**config.mk**
```make
export PLATFORM = sky130hd
export DESIGN_NAME = mem_access_stage_flat
export DESIGN_NICKNAME = d
export VERILOG_FILES = /design/src/rtl/mips_mem_pkg.sv /design/src/rtl/mem_access_stage_if.sv /design/src/rtl/mem_access_stage_load_formatter.sv /design/src/rtl/mem_access_stage.sv /design/src/flat_wrapper.sv
export SDC_FILE = /design/constraint.sdc
export NUM_CORES = 1
export LEC_CHECK = 0
export ABC_CLOCK_PERIOD_IN_PS = 4180
export BUFFER_PORTS_ARGS = -buffer_cell sky130_fd_sc_hd__buf_4
export CORE_AREA = 2 2 134 136
export DETAILED_ROUTE_END_ITERATION = 6
export DIE_AREA = 0 0 136 138
export PLACE_DENSITY_LB_ADDON = 0.12
export SKIP_CTS_REPAIR_TIMING = 1
export SYNTH_ARGS = -nofsm -noshare
export SYNTH_HDL_FRONTEND = slang
export SYNTH_SLANG_ARGS = --single-unit
```
**constraint.sdc**
```tcl
create_clock -name clk -period 4.18 [get_ports clk]
set_input_delay 1.045 -clock clk [delete_from_list [all_inputs] [get_ports clk]]
set_output_delay 1.045 -clock clk [all_outputs]
set_load 0.005 [all_outputs]
```
**src/rtl/mips_mem_pkg.sv**
```systemverilog
// Shared opcodes, FSM encoding and lane helpers for the MEM stage.
// Everything here is decoded from the EX/MEM instruction and the low address bits.
package mips_mem_pkg;

    localparam logic [5:0] LB  = 6'h20;
    localparam logic [5:0] LH  = 6'h21;
    localparam logic [5:0] LW  = 6'h23;
    localparam logic [5:0] LBU = 6'h24;
    localparam logic [5:0] LHU = 6'h25;
    localparam logic [5:0] SB  = 6'h28;
    localparam logic [5:0] SH  = 6'h29;
    localparam logic [5:0] SW  = 6'h2B;

    typedef enum logic [1:0] {
        S_IDLE = 2'd0,
        S_WAIT = 2'd1,
        S_DONE = 2'd2
    } mem_state_t;

    typedef struct packed {
        logic [31:0] instruction;
        logic [31:0] pc;
        logic        write_en;
        logic [4:0]  write_addr;
        logic [31:0] data;
    } wb_bundle_t;

    function automatic logic is_load_op(input logic [5:0] op);
        return op inside {LB, LH, LW, LBU, LHU};
    endfunction

    function automatic logic is_store_op(input logic [5:0] op);
        return op inside {SB, SH, SW};
    endfunction

    function automatic logic misaligned(input logic [5:0] op, input logic [1:0] a);
        case (op)
            LH, LHU, SH: return a[0];
            LW, SW:      return |a;
            default:     return 1'b0;
        endcase
    endfunction

    // Loads use the same lane pattern as the matching store width.
    function automatic logic [3:0] byte_enable(input logic [5:0] op, input logic [1:0] a);
        case (op)
            LB, LBU, SB: return 4'b0001 << a;
            LH, LHU, SH: return a[1] ? 4'b1100 : 4'b0011;
            default:     return 4'b1111;
        endcase
    endfunction

    function automatic logic [31:0] store_lanes(input logic [5:0] op, input logic [31:0] data);
        case (op)
            SB:      return {4{data[7:0]}};
            SH:      return {2{data[15:0]}};
            default: return data;
        endcase
    endfunction

endpackage

```
**src/rtl/mem_access_stage_if.sv**
```systemverilog
// Data RAM request/acknowledge bus between the MEM stage (master) and the RAM (slave).
interface mem_access_stage_if;

    logic        req;
    logic        we;
    logic [31:0] addr;
    logic [3:0]  be;
    logic [31:0] wdata;
    logic        ack;
    logic [31:0] rdata;

    modport master (
        output req, we, addr, be, wdata,
        input  ack, rdata
    );

    modport slave (
        input  req, we, addr, be, wdata,
        output ack, rdata
    );

endinterface

```
**src/rtl/mem_access_stage_load_formatter.sv**
```systemverilog
// Picks the addressed lane out of a RAM word and sign- or zero-extends it.
module load_formatter
    import mips_mem_pkg::*;
(
    input  logic [31:0] rdata,
    input  logic [5:0]  op,
    input  logic [1:0]  a,
    output logic [31:0] result
);

    logic [7:0]  byte_sel;
    logic [15:0] half_sel;

    always_comb begin
        byte_sel = rdata[7:0];
        case (a)
            2'd0: byte_sel = rdata[7:0];
            2'd1: byte_sel = rdata[15:8];
            2'd2: byte_sel = rdata[23:16];
            2'd3: byte_sel = rdata[31:24];
            default: byte_sel = rdata[7:0];
        endcase
        half_sel = a[1] ? rdata[31:16] : rdata[15:0];

        result = rdata;
        case (op)
            LB:      result = {{24{byte_sel[7]}}, byte_sel};
            LBU:     result = {24'h0, byte_sel};
            LH:      result = {{16{half_sel[15]}}, half_sel};
            LHU:     result = {16'h0, half_sel};
            default: result = rdata;
        endcase
    end

endmodule

```
**src/rtl/mem_access_stage.sv**
```systemverilog
// MEM stage and MEM/WB register: runs data RAM accesses over req/ack and
// registers the write-back bundle, stalling upstream while an access is in flight.
//
// state  | meaning
// S_IDLE | no access outstanding; pass-through, or issue a request this cycle
// S_WAIT | request held on the bus until ack or timeout
// S_DONE | access finished while cpu_en was low; hold wb_* and do not reissue
module mem_access_stage
    import mips_mem_pkg::*;
#(
    parameter int TIMEOUT_CYCLES = 255
) (
    input  logic                clk,
    input  logic                rst,
    input  logic                cpu_en,
    input  logic                exceptClear,
    input  logic [31:0]         mem_instruction,
    input  logic [31:0]         mem_pc,
    input  logic                mem_ifWriteRegsFile,
    input  logic                mem_memOutOrAluOutWriteBackToRegFile,
    input  logic                mem_ifWriteMem,
    input  logic [4:0]          mem_registerWriteAddress,
    input  logic [31:0]         mem_aluOutput,
    input  logic [31:0]         mem_writeDataToDataRAM,
    mem_access_stage_if.master  dmem,
    output logic                mem_stall,
    output logic                mem_addrExcept,
    output logic [31:0]         wb_instruction,
    output logic [31:0]         wb_pc,
    output logic                wb_ifWriteRegsFile,
    output logic [4:0]          wb_registerWriteAddress,
    output logic [31:0]         wb_regWriteData,
    output logic                wb_busError
);

    localparam logic [7:0] TIMEOUT_LIMIT = 8'(TIMEOUT_CYCLES);

    mem_state_t state;
    logic [7:0] wait_cnt;
    logic       flush_pending;
    wb_bundle_t wb_q;

    logic [5:0]  op;
    logic        valid_load;
    logic        valid_store;
    logic        mis;
    logic        access;
    logic        issue;
    logic        timeout_hit;
    logic        wb_write_en;
    logic [31:0] load_result;
    wb_bundle_t  wb_pass;
    wb_bundle_t  wb_mem;
    wb_bundle_t  wb_fault;

    assign op          = mem_instruction[31:26];
    assign valid_load  = is_load_op(op) & mem_memOutOrAluOutWriteBackToRegFile;
    assign valid_store = is_store_op(op) & mem_ifWriteMem;
    assign mis         = (valid_load | valid_store) & misaligned(op, mem_aluOutput[1:0]);
    assign access      = (valid_load | valid_store) & ~mis;
    assign issue       = (state == S_IDLE) & access & cpu_en & ~exceptClear;
    assign timeout_hit = (state == S_WAIT) & (wait_cnt == TIMEOUT_LIMIT);
    assign wb_write_en = mem_ifWriteRegsFile & (mem_registerWriteAddress != 5'd0) & ~mis;

    load_formatter u_load_formatter (
        .rdata  (dmem.rdata),
        .op     (op),
        .a      (mem_aluOutput[1:0]),
        .result (load_result)
    );

    // Bus outputs and stall are forced low while rst is asserted so a
    // reset during WAIT abandons the request in the same cycle.
    assign dmem.req       = rst & (issue | ((state == S_WAIT) & ~timeout_hit));
    assign dmem.we        = dmem.req & valid_store;
    assign dmem.be        = dmem.req ? byte_enable(op, mem_aluOutput[1:0]) : 4'b0000;
    assign dmem.addr      = rst ? {mem_aluOutput[31:2], 2'b00} : 32'h0;
    assign dmem.wdata     = rst ? store_lanes(op, mem_writeDataToDataRAM) : 32'h0;
    assign mem_stall      = rst & (issue | ((state == S_WAIT) & ~timeout_hit & ~dmem.ack));
    assign mem_addrExcept = rst & mis;

    always_comb begin
        wb_pass             = '0;
        wb_pass.instruction = mem_instruction;
        wb_pass.pc          = mem_pc;
        wb_pass.write_en    = wb_write_en;
        wb_pass.write_addr  = mem_registerWriteAddress;
        wb_pass.data        = mem_aluOutput;

        wb_mem      = wb_pass;
        wb_mem.data = valid_load ? load_result : mem_aluOutput;

        wb_fault          = wb_pass;
        wb_fault.write_en = 1'b0;
        wb_fault.data     = 32'h0;
    end

    always_ff @(posedge clk) begin
        if (!rst) begin
            state         <= S_IDLE;
            wait_cnt      <= 8'd0;
            flush_pending <= 1'b0;
            wb_q          <= '0;
            wb_busError   <= 1'b0;
        end else begin
            wb_busError <= 1'b0;
            case (state)
                S_IDLE: begin
                    wait_cnt      <= 8'd0;
                    flush_pending <= 1'b0;
                    if (exceptClear) begin
                        wb_q <= '0;
                    end else if (cpu_en) begin
                        if (access) begin
                            // Bubble to WB while the RAM works; data lands on ack.
                            wb_q  <= '0;
                            state <= S_WAIT;
                        end else begin
                            wb_q <= wb_pass;
                        end
                    end
                end
                S_WAIT: begin
                    wait_cnt <= wait_cnt + 8'd1;
                    if (timeout_hit) begin
                        wb_q          <= wb_fault;
                        wb_busError   <= 1'b1;
                        flush_pending <= 1'b0;
                        state         <= S_IDLE;
                    end else if (dmem.ack) begin
                        if (flush_pending | exceptClear) begin
                            wb_q <= '0;
                        end else begin
                            wb_q <= wb_mem;
                        end
                        flush_pending <= 1'b0;
                        state         <= cpu_en ? S_IDLE : S_DONE;
                    end else if (exceptClear) begin
                        flush_pending <= 1'b1;
                    end
                end
                S_DONE: begin
                    if (cpu_en) begin
                        state <= S_IDLE;
                    end
                end
                default: state <= S_IDLE;
            endcase
        end
    end

    assign wb_instruction          = wb_q.instruction;
    assign wb_pc                   = wb_q.pc;
    assign wb_ifWriteRegsFile      = wb_q.write_en;
    assign wb_registerWriteAddress = wb_q.write_addr;
    assign wb_regWriteData         = wb_q.data;

endmodule

```
**src/flat_wrapper.sv**
```systemverilog
// flat-port wrapper written by rule: the top's interface ports become plain ports
module mem_access_stage_flat import mips_mem_pkg::*;
#(
    parameter int TIMEOUT_CYCLES = 255
)
  (clk, rst, cpu_en, exceptClear, mem_instruction, mem_pc, mem_ifWriteRegsFile, mem_memOutOrAluOutWriteBackToRegFile, mem_ifWriteMem, mem_registerWriteAddress, mem_aluOutput, mem_writeDataToDataRAM, mem_stall, mem_addrExcept, wb_instruction, wb_pc, wb_ifWriteRegsFile, wb_registerWriteAddress, wb_regWriteData, wb_busError, dmem_req, dmem_we, dmem_addr, dmem_be, dmem_wdata, dmem_ack, dmem_rdata);
  mem_access_stage_if dmem_i ();
  input  logic clk;
  input  logic rst;
  input  logic cpu_en;
  input  logic exceptClear;
  input  logic [31:0] mem_instruction;
  input  logic [31:0] mem_pc;
  input  logic mem_ifWriteRegsFile;
  input  logic mem_memOutOrAluOutWriteBackToRegFile;
  input  logic mem_ifWriteMem;
  input  logic [4:0] mem_registerWriteAddress;
  input  logic [31:0] mem_aluOutput;
  input  logic [31:0] mem_writeDataToDataRAM;
  output logic mem_stall;
  output logic mem_addrExcept;
  output logic [31:0] wb_instruction;
  output logic [31:0] wb_pc;
  output logic wb_ifWriteRegsFile;
  output logic [4:0] wb_registerWriteAddress;
  output logic [31:0] wb_regWriteData;
  output logic wb_busError;
  output wire logic [$bits(dmem_i.req)-1:0] dmem_req;
  output wire logic [$bits(dmem_i.we)-1:0] dmem_we;
  output wire logic [$bits(dmem_i.addr)-1:0] dmem_addr;
  output wire logic [$bits(dmem_i.be)-1:0] dmem_be;
  output wire logic [$bits(dmem_i.wdata)-1:0] dmem_wdata;
  input wire logic [$bits(dmem_i.ack)-1:0] dmem_ack;
  input wire logic [$bits(dmem_i.rdata)-1:0] dmem_rdata;
  assign dmem_req = dmem_i.req;
  assign dmem_we = dmem_i.we;
  assign dmem_addr = dmem_i.addr;
  assign dmem_be = dmem_i.be;
  assign dmem_wdata = dmem_i.wdata;
  assign dmem_i.ack = dmem_ack;
  assign dmem_i.rdata = dmem_rdata;
  mem_access_stage #(.TIMEOUT_CYCLES(TIMEOUT_CYCLES)) u_core (.clk(clk), .rst(rst), .cpu_en(cpu_en), .exceptClear(exceptClear), .mem_instruction(mem_instruction), .mem_pc(mem_pc), .mem_ifWriteRegsFile(mem_ifWriteRegsFile), .mem_memOutOrAluOutWriteBackToRegFile(mem_memOutOrAluOutWriteBackToRegFile), .mem_ifWriteMem(mem_ifWriteMem), .mem_registerWriteAddress(mem_registerWriteAddress), .mem_aluOutput(mem_aluOutput), .mem_writeDataToDataRAM(mem_writeDataToDataRAM), .dmem(dmem_i), .mem_stall(mem_stall), .mem_addrExcept(mem_addrExcept), .wb_instruction(wb_instruction), .wb_pc(wb_pc), .wb_ifWriteRegsFile(wb_ifWriteRegsFile), .wb_registerWriteAddress(wb_registerWriteAddress), .wb_regWriteData(wb_regWriteData), .wb_busError(wb_busError));
endmodule
```
Word level (Yosys, flattened, before mapping)
Index checks and enable logic that the tools add are counted.

Add/subtract/negate cells: 1. Eq/ne operators: 21. Shift operators: 1. Muxes and demuxes: 32. Bitwise operators: 24. Reductions and logical operators: 14.

Operator list (count): $mux 102 (6); $pmux 102 s2 (1); $pmux 32 s4 (1); $mux 32 (3); $pmux 32 s2 (1); $eq 6x6->1 const B (8); $pmux 8 s4 (1); $and 1x1->1 (16); $mux 16 (1); $pmux 8 s2 (1); $mux 2 (7); $reduce_bool 5->1 (2); $add 8x1->8 const B (1); $eq 8x8->1 const B (1); $mux 4 (2); $pmux 4 s2 (1); $eq 2x2->1 const B (3); $ne 2x2->1 const B (3); $pmux 2 s3 (1); $reduce_or 3->1 (2); $reduce_and 5->1 (1); $eq 2x1->1 const B (2); $logic_not 2->1 (2); $mux 1 (4); other kinds (13) (22).

Register bits after elaboration: 114. Input bits: 173. Output and inout bits: 175. Logic and storage cells: 102.

Longest topological paths before layout
Gate-level depths: netlist (run 1).

Depth after elaboration: 13. Depth in mapped cells: 9. Mapped depth without buffers: 7.

By module
Synthesis (run 1) repeated with hierarchy kept, for this count alone.

Cells, all modules: 719. Area total of the unflattened synthesis: 6055.8 µm².

By module, submodules not included: mem_access_stage (times used 1, cells each 591, area an instance 5041.1 µm², sequential area each 2282.2 µm²); load_formatter (times used 1, cells each 128, area an instance 1014.7 µm², sequential area each 0.0 µm²).

Worst setup path before layout (run 1)
Ideal clock, no wire load.

Path type: input to output. Start point: in mem_instruction[30]. End point: out dmem_be[2]. Arrival: 2364 ps. Data required time: 3135 ps. Slack: 771 ps. Stages on the path: 6. Path buffers: 0. Cell sequence: nand2b_1 -> a2111oi_2 -> o21ai_1 -> nor2_1 -> o21ai_0 -> a21oi_1.

Cells in the longest elaborated chain, start to end: 13. Elaborated cells on any way between the ends: 27. Those cells by class: eq/ne: 8; mux: 3; bitwise: 11; reduce/logical: 5.

Ends and longest elaborated chain: start, declared (RTL line flat_wrapper.sv:12) `input logic [31:0] mem_instruction;`; $eq 6x6->1, or another cell as far along (RTL line mips_mem_pkg.sv:29, mips_mem_pkg.sv:46); $reduce_bool 5->1 / $reduce_bool 3->1 (equally long branches) (RTL line mips_mem_pkg.sv:29, mips_mem_pkg.sv:33); $and 1x1->1 (on tied branches) (RTL line mem_access_stage.sv:57, mem_access_stage.sv:58); $or 1x1->1 (RTL line mem_access_stage.sv:59, mem_access_stage.sv:60); $and 1x1->1 (RTL line mem_access_stage.sv:59) `assign mis = (valid_load | valid_store) & misaligned(op, mem_aluOutput[1:0]);`; $not 1->1 (RTL line mem_access_stage.sv:60) `assign access = (valid_load | valid_store) & ~mis;`; $and 1x1->1 (RTL line mem_access_stage.sv:60); $and 1x1->1 (3 in a row) (RTL line mem_access_stage.sv:61) `assign issue = (state == S_IDLE) & access & cpu_en & ~exceptClear;`; $or 1x1->1 (RTL line mem_access_stage.sv:74) `assign dmem.req = rst & (issue | ((state == S_WAIT) & ~timeout_hit));`; $and 1x1->1 (RTL line mem_access_stage.sv:74); $mux 4 * (RTL line mem_access_stage.sv:76) `assign dmem.be = dmem.req ? byte_enable(op, mem_aluOutput[1:0]) : 4'b0000;`; end, declared (RTL line flat_wrapper.sv:31) `output wire logic [$bits(dmem_i.be)-1:0] dmem_be;`.

Every way passes the cells marked *; elsewhere a longest branch is shown, timed or not.

Final worst setup path (run 1)
Start point: in mem_instruction[28]. End point: out dmem_be[2].

Same word-level chain as after synthesis.

==> out/qor.csv, run 1 <==
metric,value,unit
startpoint_type,primary input,
die_area,18770,um^2
nNetsFinal,1147,
setup.worst_path.end_class,primary output,
synth_xor_xnor_area_share,0.9432,%
register_area,2282,um^2
cts-buffers-inserted,17,
cts_max_path_buffers,2,
rsz0062_at_grt,false,
worst_setup_hold_path_clk_slew,60,ps
total_cell_area_at_the_placement_stage,8346,um^2
maxSlewViolCount,0,
gpl.final_weighted_congestion,0.8034,
vias,6100,
floorplan.die.height,138,um
ios,348,
diodes,0,
number_of_nets_with_antenna_violations_after_routing,0,
max_freq,261.2,MHz
final-hold-violation-count,0,
grt_start_max_net_pins,77,
setup_viol,0,
clock_skew,6.807,ps
grt_first_pass_wirelength,32.83,mm
vdd_ir_drop_max,0.0002471,V
initial_antenna_violation_count,0,
start_util,31.78,%
drc_errors,0,
max-cap-violations,0,
grt_pass1_vias,5957,
post_synth_instance_area,5572,um^2
number_of_h_tree_branching_levels,4,
report.power.total,0.003197,W
cts_tree,built,
power.density_cell_area,355.7,nW/um^2
criticalPathCategory,in2out,
final_cell_area,8987,um^2
synth_warnings,0,
fp-row-count,49,
totalWireLength,21.83,mm
syn_avg_cell_area,8.611,um^2
required,3130,ps
synth_compound_gate_area_share,28.21,%
max-slew-margin-rel,51.90,%
viasPerCell,5.021,
fp.dieW,136,um
yosys-mux-area-fraction,4.357,%
min_period,3829,ps
clk-insertion-delay-late,420,ps
hold_slack,476.7,ps
yosys.area_share.adder,0.2246,%
cp.arrival,2780,ps
holdCritPathClass,reg2reg,
share_of_final_layout_standard_cells_stronger_than_drive_strength_1,40.97,%
global_route.usage.total,22.63,%
multiInputGateArea,3020,um^2
synth_top_family_by_area,compound AO/OA/AOI/OAI gates,
grt_remaining_overflow,0,
worst-slew-pin-transition,721.6,ps
wire_per_inst,17.97,um
synthDistinctLibCells,55,
hpwl,16.45,mm
synthToLayoutAreaGrowth,61.31,%
clockRootBuffer,sky130_fd_sc_hd__clkbuf_16,
post_synth_and_or_nand_nor_area_fraction,20.01,%
number_of_flops_mapped_to_enable_cells_by_yosys,0,
number_of_sinks_on_the_clock_net,114,
drt_first_iter_violations,283,
status,"finished, final reports clean",
core_footprint,17530,um^2
synth.ff_latch_count,114,
synth_async_sr_flop_share,0,%
fillCellCount,1704,
finalCritPeriodShare,91.61,%
firstDrtPassIters,4,
numPortBuffers,345,
critPathMaxFanout,8,
synth.yosys.seq_area_share,40.96,%
yosys_most_used_dff,sky130_fd_sc_hd__dfxtp_1,
syn-instance-count,647,
setup_tns,0,ps
p_leak,4.284,nW
-- per-layer routing --
layer | up-vias | track usage [%] | routed length, um
li1 | 3010 | - | -
met1 | 2818 | 26.38 | 8861
met2 | 249 | 39.78 | 10860
met3 | 23 | 6.821 | 1772
met4 | 0 | 6.360 | 337
met5 | - | 0 | 0
-- synth_stat cells, types with 3 or more instances --
cell                       number  share of area [%]
sky130_fd_sc_hd__and3_1         4               0.45
sky130_fd_sc_hd__o21ai_1        3               0.27
sky130_fd_sc_hd__buf_2          8               0.72
sky130_fd_sc_hd__clkbuf_1      38                2.6
sky130_fd_sc_hd__a22oi_1        5               0.67
sky130_fd_sc_hd__and2_1        38                4.3
sky130_fd_sc_hd__a31oi_1        9                1.0
sky130_fd_sc_hd__nor2b_1        7               0.79
sky130_fd_sc_hd__nor2_1        36                2.4
sky130_fd_sc_hd__a211oi_1       9                1.2
sky130_fd_sc_hd__buf_4          4               0.54
sky130_fd_sc_hd__buf_6          4               0.81
sky130_fd_sc_hd__a221o_1       16                2.9
sky130_fd_sc_hd__inv_1          7               0.47
sky130_fd_sc_hd__nor3_1         5               0.45
sky130_fd_sc_hd__nand3_1       18                1.6
sky130_fd_sc_hd__mux2i_1       22                4.0
sky130_fd_sc_hd__o21a_1         3               0.40
sky130_fd_sc_hd__nand2b_1      14                1.6
sky130_fd_sc_hd__a21oi_1       52                4.7
sky130_fd_sc_hd__xor2_1         4               0.63
sky130_fd_sc_hd__nand2_1       87                5.9
sky130_fd_sc_hd__a211o_1        7                1.1
sky130_fd_sc_hd__o221ai_1       7                1.1
sky130_fd_sc_hd__a22o_1        69                 11
sky130_fd_sc_hd__o21ai_0       24                2.2
sky130_fd_sc_hd__dfxtp_1      114                 41
-- worst max-delay path, cell delays in order --
cell and delay [ps]:
sky130_fd_sc_hd__buf_4 140, sky130_fd_sc_hd__nor4bb_1 410, sky130_fd_sc_hd__and3_1 300, sky130_fd_sc_hd__o21ai_1 110, sky130_fd_sc_hd__nor2_1 160, sky130_fd_sc_hd__o21ai_0 260, sky130_fd_sc_hd__a21oi_1 230, sky130_fd_sc_hd__buf_4 130
-- cells by family after synthesis --
| logic type | Yosys count |
|---|---|
| xor+xnor | 6 |
| compound gates | 213 |
| other cells | 1 |
| buf+inv | 63 |
| mux | 24 |
| flops | 114 |
| fa+ha+maj | 1 |
| simple gates | 225 |
-- report_power, final --
group	leakage (nW)	internal, W	total (W)	switching [W]
Clock	0.300	0.00102	0.00157	0.000554
Combinational	3.06	0.000266	0.000478	0.000212
Sequential	0.928	0.00112	0.00114	0.0000195
-- worst paths after layout --
| path | to | depth (start not counted) | slack [ps] | startpoint |
|---|---|---|---|---|
| worst min register to register | u_core.wb_instruction[28] | 1 | 480 | u_core.wb_instruction[28] |
| worst max-delay path | dmem_be[2] | 8 | 350 | mem_instruction[28] |
| worst max register to register | u_core.wb_instruction[3] | 7 | 1350 | u_core.state[0] |
| worst min-delay path | u_core.wb_instruction[28] | 1 | 480 | u_core.wb_instruction[28] |
-- final cells by class --
class | count | area share, %
clock inverters | 14 | 2.255
clock buffers | 18 | 4.887
well taps | 229 | 3.188
multi-input cells | 471 | 33.61
repair buffers | 362 | 30.38
flip-flops and latches | 114 | 25.39
inverters | 7 | 0.2924
-- sequential cells by signal, indices dropped and copies added, names as in the netlist --
signal	cells
u_core.state	2
u_core.wb_busError	1
u_core.wb_instruction	32
u_core.wb_regWriteData	32
u_core.wb_ifWriteRegsFile	1
u_core.wait_cnt	8
u_core.wb_registerWriteAddress	5
u_core.wb_pc	32
u_core.flush_pending	1
-- per-stage QoR --
step,util (%),cells,setup WS (ps)
floorplan,-,648,771.4
global placement,47.60,1183,420.9
detailed placement,47.60,1183,379.0
CTS,51.26,1215,362.5
global route,51.26,1215,140.2
finish,51.26,1215,350.8
-- placed cells by master, fill, tap and decap left out, drive strengths merged, types with 3 or more instances in the layout --
master,instances
and2,40
dfxtp,114
a211oi,9
nor3,5
nand4,3
a22oi,5
a31oi,9
xor2,4
buf,362
and3,4
nand2b,14
o21ai,27
a22o,69
inv,11
nor2,37
o21a,3
a211o,7
o221ai,7
clkbuf,18
clkinvlp,4
nor2b,7
a221o,16
bufinv,4
nand2,87
mux2i,22
nand3,18
a21oi,52
No activity file was read; power rests on OpenSTA's default activity.
==> run 2: changes to the inputs <==
==> constraint.sdc (replaced) <==
create_clock -name clk -period 4.18 [get_ports clk]
set_input_delay 0.418 -clock clk [delete_from_list [all_inputs] [get_ports clk]]
set_output_delay 0.418 -clock clk [all_outputs]
set_load 0.005 [all_outputs]
==> run 2 against run 1 <==
Compared with the run above: via count shrank 0.44%; sequential power about the same; design area shrank 0.96%; combinational power down 1%; global-route usage fell by 0.18 points; critical path type unchanged.
==> out/qor.csv, run 2 (synthesis results as in run 1) <==
metric,value,unit,change
cts_tree,built,,
die_area,18770,um^2,unchanged
initial_antenna_violation_count,0,,unchanged
grt_first_pass_wirelength,32.67,mm,-0.48%
number_of_sinks_on_the_clock_net,114,,unchanged
final_cell_area,8901,um^2,-0.96%
global_route.usage.total,22.45,%,-0.18 points
status,"finished, final reports clean",,
required,3760,ps,+630 ps
clk-insertion-delay-late,410,ps,about the same
post-place-ws,1266,ps,+887.1 ps
number_of_h_tree_branching_levels,4,,unchanged
max_freq,336.7,MHz,+29%
cp.arrival,2550,ps,-230 ps
post-place-cells,1172,,-0.93%
vdd_ir_drop_max,0.0002345,V,-5.1%
synthToLayoutAreaGrowth,59.76,%,
grt_pass1_vias,5874,,-1.4%
diodes,0,,unchanged
startpoint_type,primary input,,
hpwl,16.44,mm,about the same
grt_start_max_net_pins,87,,+13%
vias,6073,,-0.44%
finalCritPeriodShare,71.06,%,-21 points
drt_first_iter_violations,277,,-2.1%
fillCellCount,1703,,-0.059%
worst_hold_path.num_cells,2,,+1
holdCritPathClass,in2reg,,
p_leak,4.244,nW,-0.93%
critPathMaxFanout,17,,+9
final_cell_mix,"351 x sky130_fd_sc_hd__buf_4, 114 x sky130_fd_sc_hd__dfxtp_1, 87 x sky130_fd_sc_hd__nand2_1",,
r2r_slack,1210,ps,-140 ps
worst_setup_hold_path_clk_slew,60,ps,about the same
max-slew-margin-rel,19.90,%,-32 points
floorplan.die.height,138,um,unchanged
grt_remaining_overflow,0,,unchanged
start_util,31.78,%,unchanged
smallest_setup_slack_after_layout,1210,ps,+859.0 ps
max-cap-violations,0,,unchanged
crit_path_top_delay_cell,sky130_fd_sc_hd__nor2_1,,
report.power.total,0.003211,W,+0.44%
clock_skew,7.619,ps,+0.8121 ps
share_of_final_layout_standard_cells_stronger_than_drive_strength_1,40.21,%,-0.77 points
wire_per_inst,18.28,um,+1.7%
critical_path.cell_chain,buf_4 -> nor4bb_1 -> nand2b_1 -> nor2_1 -> nand2_1 -> a21oi_1 -> buf_4,,
rr_worst_depth,7,,unchanged
final_cell_count_no_fill,1204,,-0.91%
clockRootBuffer,sky130_fd_sc_hd__clkbuf_16,,
criticalPathCategory,in2out,,
final_common_cell,sky130_fd_sc_hd__buf_4,,
cp_slowest_stage_delay,640,ps,+230 ps
rsz0062_at_grt,false,,
crit_top_cell,sky130_fd_sc_hd__buf_4,,
worstReg2RegStart,u_core.wait_cnt[0],,
ios,348,,unchanged
min_period,2970,ps,-859.0 ps
fp-row-count,49,,unchanged
gpl.final_weighted_congestion,0.8750,,+8.9%
maxSlewViolCount,0,,unchanged
final-hold-violation-count,0,,unchanged
hold_start,mem_pc[29],,
drc_errors,0,,unchanged
core_footprint,17530,um^2,unchanged
firstDrtPassIters,4,,unchanged
critical_path.reg2reg.endpoint,u_core.wb_regWriteData[25],,
viasPerCell,5.044,,+0.47%
total_cell_area_at_the_placement_stage,8250,um^2,-1.1%
number_of_nets_with_antenna_violations_after_routing,0,,unchanged
totalWireLength,22.01,mm,+0.82%
numPortBuffers,345,,unchanged
worst-slew-pin-transition,1194,ps,+472.9 ps
power.density_cell_area,360.8,nW/um^2,+1.4%
cts_max_path_buffers,2,,unchanged
nNetsFinal,1136,,-0.96%
cts-buffers-inserted,17,,unchanged
fp.dieW,136,um,unchanged
endpoint_of_the_worst_hold_path,u_core.wb_pc[29],,
setup_viol,0,,unchanged
setup.worst_path.end_class,primary output,,
setup_tns,0,ps,unchanged
-- run 2: layer usage --
metal / vias to the layer above / part of all wire [%] / track usage [%]
met5: - / 0 / 0
met3: 16 / 7.5 / 6.564
met2: 249 / 50 / 39.12
met1: 2825 / 42 / 26.39
li1: 2983 / - / -
met4: 0 / 1.2 / 6.798
-- run 2: final cells by class --
type,count,area [um^2],area share (%)
inverters,7,26.28,0.2952
well taps,229,286.5,3.219
repair buffers,351,2635,29.60
clock inverters,13,207.7,2.333
multi-input cells,471,3020,33.93
flip-flops and latches,114,2282,25.64
clock buffers,19,442.9,4.976
-- run 2: worst max-delay path: cells and delay by family --
family / cells / cell delay [ps]
AND/OR/NAND/NOR: 4 / 1630
buffers and inverters: 2 / 290
AO/OA/AOI/OAI: 1 / 200
-- run 2: power breakdown --
| part | switching [W] | internal, W |
|---|---|---|
| sequential | 0.0000204 | 0.00113 |
| clock | 0.000520 | 0.00107 |
| combinational | 0.000211 | 0.000261 |
| total | 0.000751 | 0.00246 |
-- run 2: how the worst max path moves through the flow --
stage / startpoint / endpoint / slack (ps) / depth (start not counted)
6_report: mem_instruction[28] / dmem_wdata[9] / 1210 / 7
3_5_place_dp: mem_instruction[28] / dmem_wdata[13] / 1270 / 7
4_1_cts: mem_instruction[28] / dmem_wdata[13] / 1220 / 7
3_3_place_gp: mem_instruction[28] / dmem_wdata[9] / 1220 / 7
5_1_grt: mem_instruction[28] / dmem_wdata[13] / 970 / 7
2_1_floorplan: mem_instruction[27] / u_core.wb_regWriteData[22] / 2000 / 9
-- run 2: stage by stage --
stage / utilization, % / hold slack (ps)
2_1_floorplan: - / 474.0
3_3_place_gp: 47.05 / 463.4
3_5_place_dp: 47.05 / 464.9
4_1_cts: 50.76 / 191.4
5_1_grt: 50.76 / 194.1
6_report: 50.76 / 213.7
==> run 3: changes to the inputs <==
--- a/config.mk
+++ b/config.mk
@@ -5,7 +5,8 @@
 export SDC_FILE = /design/constraint.sdc
 export NUM_CORES = 1
 export LEC_CHECK = 0
-export ABC_CLOCK_PERIOD_IN_PS = 4180
+export ABC_AREA = 1
+export ABC_CLOCK_PERIOD_IN_PS = 3100
 export BUFFER_PORTS_ARGS = -buffer_cell sky130_fd_sc_hd__buf_4
 export CORE_AREA = 2 2 134 136
 export DETAILED_ROUTE_END_ITERATION = 6
==> constraint.sdc (replaced) <==
create_clock -name clk -period 3.1 [get_ports clk]
set_input_delay 0.31 -clock clk [delete_from_list [all_inputs] [get_ports clk]]
set_output_delay 0.31 -clock clk [all_outputs]
set_load 0.005 [all_outputs]
==> run 3 against run 2 <==
Compared with the run above: clock skew about the same; worst setup slack worse by 400 ps; critical path depth is 3 higher; combinational power grew 110%; wire length grew 10%; clock power grew 29%; die area stayed put; synthesized cell count increased by 65%; largest power group unchanged.
==> out/qor.csv, run 3 <==
metric,value,unit,change
worstSetupStartpoint,u_core.wait_cnt[1],,
synth_warnings,0,,unchanged
vias,7959,,+31%
final-hold-violation-count,0,,unchanged
critPathMaxFanout,24,,+7
number_of_flops_mapped_to_enable_cells_by_yosys,0,,unchanged
clock_skew,7.736,ps,+0.1167 ps
synthDistinctLibCells,34,,-38%
initial_antenna_violation_count,0,,unchanged
power.density_cell_area,476.7,nW/um^2,+32%
synth.yosys.seq_area_share,34.68,%,-6.3 points
rr_worst_depth,10,,+3
worst-slew-pin-transition,714.3,ps,-480.2 ps
post-place-cells,1577,,+35%
grt_start_max_net_pins,88,,+1.1%
r2r_slack,810,ps,-400 ps
die_area,18770,um^2,unchanged
share_of_final_layout_standard_cells_stronger_than_drive_strength_1,29.78,%,-10 points
drc_errors,0,,unchanged
finalCritPeriodShare,73.91,%,
final_cell_count_no_fill,1609,,+34%
setup.worst_path.end_class,register,,
nNetsFinal,1541,,+36%
synth_async_sr_flop_share,0,%,unchanged
hold_start,mem_aluOutput[6],,
cts-buffers-inserted,17,,unchanged
number_of_sinks_on_the_clock_net,114,,unchanged
status,"finished, final reports clean",,
yosys_most_used_dff,sky130_fd_sc_hd__dfxtp_1,,
critical_path.reg2reg.endpoint,u_core.wb_pc[15],,
cp.arrival,2620,ps,+70 ps
number_of_h_tree_branching_levels,4,,unchanged
synth_top_area_share,34.68,%,-6.3 points
crit_path_top_delay_cell,sky130_fd_sc_hd__a21oi_4,,
yosys.cell_count.top_type,sky130_fd_sc_hd__nand2_1,,
vdd_ir_drop_max,0.0004554,V,+94%
clockRootBuffer,sky130_fd_sc_hd__clkbuf_16,,
syn-instance-count,1065,,+65%
syn_avg_cell_area,6.178,um^2,-28%
drt_first_iter_violations,546,,+97%
worst_hold_path.num_cells,3,,+1
fp-row-count,49,,unchanged
total_cell_area_at_the_placement_stage,9256,um^2,+12%
setup_tns,0,ps,unchanged
startpoint_type,register,,
viasPerCell,4.947,,-1.9%
synth.ff_latch_count,114,,unchanged
critical_path.endpoint,u_core.wb_pc[15],,
clk-insertion-delay-late,410,ps,about the same
number_of_nets_with_antenna_violations_after_routing,0,,unchanged
worst_setup_hold_path_clk_slew,60,ps,about the same
cp_slowest_stage_delay,490,ps,-150 ps
setup_viol,0,,unchanged
final_cell_mix,"358 x sky130_fd_sc_hd__buf_4, 228 x sky130_fd_sc_hd__nand2_1, 141 x sky130_fd_sc_hd__a21oi_1",,
top_post_synthesis_cells_by_area,"sky130_fd_sc_hd__dfxtp_1 35%, sky130_fd_sc_hd__nand2_1 13%, sky130_fd_sc_hd__a21oi_1 11%",,
crit_top_cell,sky130_fd_sc_hd__nand2_2,,
grt_pass1_vias,7368,,+25%
wire_per_inst,15.04,um,-18%
maxSlewViolCount,0,,unchanged
synthToLayoutAreaGrowth,50.05,%,
numPortBuffers,345,,unchanged
fp.dieW,136,um,unchanged
global_route.usage.total,25.19,%,+2.7 points
critical_path.cell_chain,ha_1 -> inv_1 -> nor2_1 -> nand2_2 -> nand2_2 -> nor2_4 -> a21oi_4 -> buf_4 -> o21ai_0 -> a21oi_1,,
final_cell_area,9873,um^2,+11%
worstReg2RegStart,u_core.wait_cnt[1],,
gpl.final_weighted_congestion,0.9428,,+7.7%
min_period,2291,ps,
criticalPathCategory,reg2reg,,
cts_tree,built,,
firstDrtPassIters,5,,+1
holdCritPathClass,in2reg,,
cts_max_path_buffers,2,,unchanged
fillCellCount,1770,,+3.9%
required,3430,ps,-330 ps
diodes,0,,unchanged
hpwl,17.62,mm,+7.1%
synth_area_leader_cell,sky130_fd_sc_hd__dfxtp_1,,
grt_first_pass_wirelength,37.99,mm,+16%
grt_remaining_overflow,0,,unchanged
max-slew-margin-rel,52.38,%,+32 points
ios,348,,unchanged
final_common_cell,sky130_fd_sc_hd__buf_4,,
post_synth_instance_area,6580,um^2,+18%
synth_top_cells_by_count,"228 x sky130_fd_sc_hd__nand2_1, 141 x sky130_fd_sc_hd__a21oi_1, 128 x sky130_fd_sc_hd__o21ai_0",,
max-cap-violations,0,,unchanged
totalWireLength,24.20,mm,+10%
core_footprint,17530,um^2,unchanged
floorplan.die.height,138,um,unchanged
p_leak,5.158,nW,+22%
rsz0062_at_grt,false,,
max_freq,436.4,MHz,
start_util,37.53,%,+5.8 points
==> run 3: kinds of logic (layout without fill, tap and decap cells) <==
kind of cell / count (synthesis) / in the layout / share of synthesized area [%]
buf+inv: 205 / 519 / 13.01
flops: 114 / 114 / 34.68
fa+ha+maj: 1 / 1 / 0.1901
other cells: 1 / 2 / 0.05699
compound gates: 299 / 299 / 23.27
simple gates: 445 / 445 / 28.79
==> run 3: layer usage <==
| layer | global-route usage, % | vias to the layer above | wire (um) |
|---|---|---|---|
| li1 | - | 4072 | - |
| met3 | 6.564 | 37 | 1932 |
| met4 | 8.553 | 0 | 554 |
| met2 | 41.81 | 279 | 11720 |
| met5 | 0 | - | 0 |
| met1 | 31.52 | 3571 | 9995 |
==> run 3: worst min-delay path by stage <==
stage / to / slack [ps]
final: u_core.wb_regWriteData[6] / 160
after global routing: u_core.wb_regWriteData[26] / 150
after CTS: u_core.wb_regWriteData[6] / 140
after detailed placement: u_core.wb_ifWriteRegsFile / 460
after global placement: u_core.wb_ifWriteRegsFile / 460
after floorplan: u_core.wb_regWriteData[10] / 450
==> run 3: where the power goes <==
group	internal, W	switching [W]	total (W)
Sequential	0.00159	0.0000647	0.00166
Combinational	0.000497	0.000500	0.000997
Clock	0.00130	0.000755	0.00205
Total	0.00339	0.00132	0.00471
==> run 3: area by class of cell <==
type                            instances  area, um^2  share of cell area (%)
Tap cell                              229       286.5                   2.902
Clock inverter                         13       173.9                   1.762
Timing Repair Buffer                  362        2768                   28.03
Clock buffer                           19       442.9                   4.486
Multi-Input combinational cell        747        3451                   34.95
Inverter                              125       469.2                   4.752
Sequential cell                       114        2282                   23.11
==> run 3: worst max-delay path, delay by kind of cell (launching register included) <==
kind	cells	cell delay, ps
AO/OA/AOI/OAI	3	760
adder cells (fa/ha/maj)	1	200
buffers and inverters	2	410
flip-flops	1	370
AND/OR/NAND/NOR	4	460
==> run 3: stage by stage <==
| stage | power [W] | hold slack (ps) | utilization (%) | worst slack (ps) |
|---|---|---|---|---|
| after floorplan | 0.002123 | 451.1 | - | 1397 |
| after global placement | 0.002674 | 459.8 | 52.79 | 895.3 |
| after detailed placement | 0.002683 | 460.3 | 52.79 | 828.2 |
| after CTS | 0.004751 | 141.8 | 56.31 | 797.2 |
| after global routing | 0.004944 | 150.1 | 56.31 | 550.2 |
| final | 0.004706 | 162.4 | 56.31 | 808.8 |
